==> config.mk <==
export PLATFORM = sky130hd
export DESIGN_NAME = conv_sequencer
export DESIGN_NICKNAME = d
export VERILOG_FILES = /design/src/rtl/conv_sequencer.sv
export SDC_FILE = /design/constraint.sdc
export NUM_CORES = 1
export LEC_CHECK = 0
export CAP_MARGIN = 20
export CORE_UTILIZATION = 54
export DETAILED_ROUTE_END_ITERATION = 7
export PLACE_DENSITY = 0.95
export SLEW_MARGIN = 10
export SYNTH_ARGS = -nofsm -noshare
export SYNTH_HDL_FRONTEND = slang
export SYNTH_SLANG_ARGS = --single-unit
==> constraint.sdc <==
create_clock -name clk -period 4.85 [get_ports clk]
set_input_delay 0.7275 -clock clk [delete_from_list [all_inputs] [get_ports clk]]
set_output_delay 0.7275 -clock clk [all_outputs]
set_load 0.02 [all_outputs]
==> src/rtl/conv_sequencer.sv <==
`default_nettype none
// ============================================================================
// Module   : conv_sequencer
// Purpose  : Periodic ADC CONV strobe, peak capture with threshold discharge,
//            and valid/ready hand-off of the captured sample.
// Revision : 1.0  initial release
// ============================================================================
module conv_sequencer #(
  parameter int         HIGH_CYCLES   = 70,
  parameter int         PERIOD_CYCLES = 1389,
  parameter int         CONV_LAT      = 100,
  parameter logic [9:0] VREF          = 10'd392,
  parameter int         DISCH_CYCLES  = 15
) (
  input  logic        clk,
  input  logic        reset,
  input  logic        i_enable,
  input  logic [9:0]  i_adc_data,
  output logic        o_conv,
  output logic        o_peak_reset,
  output logic [9:0]  o_sample,
  output logic        o_over_th,
  output logic        o_sample_valid,
  input  logic        i_sample_ready,
  output logic        o_overrun,
  output logic [15:0] o_sample_count
);

  localparam int PW = (PERIOD_CYCLES > 1) ? $clog2(PERIOD_CYCLES) : 1;
  localparam logic [PW-1:0] c_last      = PW'(PERIOD_CYCLES - 1);
  localparam logic [PW-1:0] c_high      = PW'(HIGH_CYCLES);
  localparam logic [PW-1:0] c_lat       = PW'(CONV_LAT);
  localparam logic [PW-1:0] c_disch_end = PW'(CONV_LAT + DISCH_CYCLES);

  typedef enum logic [0:0] {
    S_IDLE = 1'b0,
    S_RUN  = 1'b1
  } state_t;

  state_t         r_state;
  logic [PW-1:0]  r_pcnt;
  logic           r_conv;
  logic           r_peak_reset;
  logic [9:0]     r_sample;
  logic           r_over_th;
  logic           r_sample_valid;
  logic           r_overrun;
  logic [15:0]    r_sample_count;

  state_t         w_next_state;
  logic [PW-1:0]  w_next_pcnt;
  logic           w_capture;
  logic           w_accept;
  logic           w_over;
  logic           w_disch;

  always_comb begin
    w_next_state = r_state;
    w_next_pcnt  = r_pcnt;
    case (r_state)
      S_IDLE: begin
        w_next_pcnt = '0;
        if (i_enable) w_next_state = S_RUN;
      end
      S_RUN: begin
        // enable is only looked at on the last count so a period always completes
        if (r_pcnt == c_last) begin
          w_next_pcnt = '0;
          if (!i_enable) w_next_state = S_IDLE;
        end else begin
          w_next_pcnt = r_pcnt + PW'(1);
        end
      end
      default: begin
        w_next_state = S_IDLE;
        w_next_pcnt  = '0;
      end
    endcase
  end

  assign w_capture = (r_state == S_RUN) && (r_pcnt == c_lat);
  assign w_accept  = r_sample_valid && i_sample_ready;
  assign w_over    = (i_adc_data > VREF);
  // Discharge decision follows the sample captured in the current period
  assign w_disch   = w_capture ? w_over : r_over_th;

  always_ff @(posedge clk or posedge reset) begin
    if (reset) begin
      r_state        <= S_IDLE;
      r_pcnt         <= '0;
      r_conv         <= 1'b0;
      r_peak_reset   <= 1'b0;
      r_sample       <= '0;
      r_over_th      <= 1'b0;
      r_sample_valid <= 1'b0;
      r_overrun      <= 1'b0;
      r_sample_count <= '0;
    end else begin
      r_state      <= w_next_state;
      r_pcnt       <= w_next_pcnt;
      r_conv       <= (w_next_state == S_RUN) && (w_next_pcnt < c_high);
      r_peak_reset <= (w_next_state == S_RUN) && (w_next_pcnt > c_lat) &&
                      (w_next_pcnt <= c_disch_end) && w_disch;

      if ((r_state == S_IDLE) && i_enable) r_overrun <= 1'b0;

      if (w_capture) begin
        r_sample       <= i_adc_data;
        r_over_th      <= w_over;
        r_sample_count <= r_sample_count + 16'd1;
        r_sample_valid <= 1'b1;
        if (r_sample_valid && !i_sample_ready) r_overrun <= 1'b1;
      end else if (w_accept) begin
        r_sample_valid <= 1'b0;
      end
    end
  end

  assign o_conv         = r_conv;
  assign o_peak_reset   = r_peak_reset;
  assign o_sample       = r_sample;
  assign o_over_th      = r_over_th;
  assign o_sample_valid = r_sample_valid;
  assign o_overrun      = r_overrun;
  assign o_sample_count = r_sample_count;

endmodule
`default_nettype wire

==> results.sh <==
export IMPL_status="complete, no violations"
export IMPL_routed_wl_mm=4.051
export IMPL_cts_tree="built"
export IMPL_yosys_register_bits=43
export IMPL_grt_first_pass_wirelength_mm=6.948
export IMPL_fmax_mhz=470.7
export IMPL_syn_nets=202
export IMPL_cp_arrival_ps=2310
export IMPL_routabilityCongestion=0.7998
export IMPL_cts_hold_buf=0
export IMPL_yosys_area_share_simple_pct=20.00
export IMPL_synth_edf_count=0
export IMPL_critPathLaunchType="input port"
export IMPL_portBuffers=44
export IMPL_yosys_warnings=0
export IMPL_multi_input_area_um2=905.9
export IMPL_fillers=242
export IMPL_ys_seq_area_share_pct=52.28
export IMPL_cts_sinks=43
export IMPL_synth_top_family_by_area="simple AND/OR/NAND/NOR gates"
export IMPL_worst_setup_path_end_kind="register"
export IMPL_cts_root_buf="clkbuf_8"
export IMPL_r2r_start="r_pcnt[4]"
export IMPL_hold_viol_final=0
export IMPL_totalPowerFinal_uw=623.2
export IMPL_cp_max_fo=2
export IMPL_fin_crit_sh_pct=43.80
export IMPL_synth_area_mux_share_pct=6.018
export IMPL_ant_nets=0
export IMPL_cp_required_ps=5030
export IMPL_vdd_drop_max_uv=145.6
export IMPL_synth_area_per_cell_um2=11.13
export IMPL_vias=1561
export IMPL_finalCriticalPeriod_ps=2124
export IMPL_ctsResizeCount=0
export IMPL_setup_viol=0
export IMPL_power_leakage_nw=1.153
export IMPL_r2r_end="o_sample_count[6]"
export IMPL_path_clk_slew_ps=80
export IMPL_synthAdderAreaFrac_pct=1.824
export IMPL_initial_core_util_pct=56.22
export IMPL_synth_compound_area_share_pct=6.383
export IMPL_min_from="o_sample[9]"
export IMPL_design_area_um2=2620
export IMPL_synthToLayoutAreaGrowth_pct=27.29
export IMPL_final_common_cell="clkdlybuf4s50_1"
export IMPL_ios=45
export IMPL_nets=247
export IMPL_synth_area_um2=2058
export IMPL_relSlewSlack_pct=65.55
export IMPL_hp_class="reg2reg"
export IMPL_synth_top_flop_cell="dfrtp_1"
export IMPL_dieArea_um2=4062
export IMPL_hold_depth=2
export IMPL_dieWidth_um=63.74
export IMPL_worst_pin_slew_ps=516.8
export IMPL_hpwl_mm=3.014
export IMPL_fin_tns_setup_ps=0
export IMPL_timing_hold_ws_ps=481.9
export IMPL_core_area_um2=3661
export IMPL_final_cells=279
export IMPL_synth_cell_type_count=36
export IMPL_gr_usage_all_layers_pct=22.38
export IMPL_wl_per_cell_um=14.52
export IMPL_skew_ps=8.697
export IMPL_cts_buffer_depth=2
export IMPL_worstHoldEndpoint="o_sample[9]"
export IMPL_post_drt_via_cell_ratio=5.595
export IMPL_reg2reg_depth=5
export IMPL_dpl_cell_area_um2=2535
export IMPL_grt_overflow=0
export IMPL_drive_gt1_share_pct=10.39
export IMPL_antenna_found_initial=0
export IMPL_utilization_pct=71.57
export IMPL_rsz0062_at_grt="false"
export IMPL_finalMaxSlewViolations=0
export IMPL_mostFrequentLayoutCells="clkdlybuf4s50_1 (44), dfrtp_1 (43), xnor2_1 (17)"
export IMPL_cellPowerDensity_nw_per_um2=237.9
export IMPL_drc=0
export IMPL_fp_dieH_um=63.74
export IMPL_maxCapViolations=0
export IMPL_dp_cells=271
export IMPL_synth_xor_area_share_pct=9.787
export IMPL_antenna_cells=0
export IMPL_place_ws_ps=2423
export IMPL_grt_pass1_vias=1446
export IMPL_insertion_delay_ps=290
export IMPL_crit_type="in2reg"
export IMPL_r2r_setup_slack_ps=2730
export IMPL_grt_max_degree=44
export IMPL_syn_inst=185
export IMPL_drtIter0Drc=122
export IMPL_dr_pass1_iters=4
export IMPL_postCtsSetupBuffers=0
export IMPL_setup_ws_ps=2726
export IMPL_cts_htree_levels=2
export IMPL_seq_area_um2=1076
export IMPL_numCtsBuffers=5
export IMPL_rows=22
export IMPL_async_reset_ff_share_pct=100.0
==> worst max-delay path by stage <==
stage	end	slack [ps]	start	depth (start not counted)
after floorplan	o_peak_reset	3020	i_adc_data[4]	5
after global placement	o_peak_reset	2510	i_adc_data[4]	6
after detailed placement	o_peak_reset	2420	i_adc_data[4]	6
after CTS	o_sample_count[6]	2720	r_pcnt[4]	5
after global routing	o_sample_count[6]	2520	r_pcnt[4]	5
final	o_peak_reset	2730	i_adc_data[4]	6
==> state kept, by name (all words and copies together) (netlist names) <==
register / cells
o_sample_count: 16
r_pcnt: 11
o_sample: 10
o_conv: 1
o_over_th: 1
o_overrun: 1
o_peak_reset: 1
o_sample_valid: 1
r_state: 1
==> cell usage after synthesis, types with 3 or more instances <==
master	number	share of area, %
a21oi_1	3	0.73
and3_1	7	2.1
and4_1	4	1.7
buf_2	4	0.97
clkbuf_1	3	0.55
dfrtp_1	43	52
ha_1	3	1.8
inv_1	12	2.2
mux2_2	11	6.0
nand2_1	9	1.6
nand3_1	13	3.2
nand4_1	7	2.1
nor2_1	12	2.2
o21ai_0	7	1.7
xnor2_1	17	7.2
xor2_1	6	2.6
==> layer usage <==
| metal | GRT usage, % | vias up | wire [um] |
|---|---|---|---|
| li1 | - | 736 | - |
| met2 | 36.57 | 48 | 2030 |
| met1 | 29.36 | 768 | 1798 |
| met5 | 0 | - | 0 |
| met3 | 4.643 | 9 | 154 |
| met4 | 8.239 | 0 | 68 |
==> power by group <==
part,internal [mW],switching [mW]
clock network,0.101,0.117
registers,0.363,0.00205
logic,0.0213,0.0196
==> cells by family after synthesis <==
family | after synthesis
AOI/OAI and AO/OA | 20
xor gates and xnor gates | 23
adders and majority gates | 3
buffers and inverters | 19
DFF | 43
muxes | 11
and+or+nand+nor | 66
==> layout make-up <==
type	count	area share, %
multi-input cells	123	34.58
well taps	48	2.292
flip-flops and latches	43	41.07
repair buffers	45	17.10
inverters	12	1.719
clock buffers	6	2.770
clock inverters	2	0.4776
==> worst max-delay path: stages <==
cell	delay, ps
clkdlybuf4s50_1	450
o311ai_0	380
o211ai_1	140
mux2_2	290
nor2b_1	130
and4b_1	190
Power figures use the tool's default switching activity.
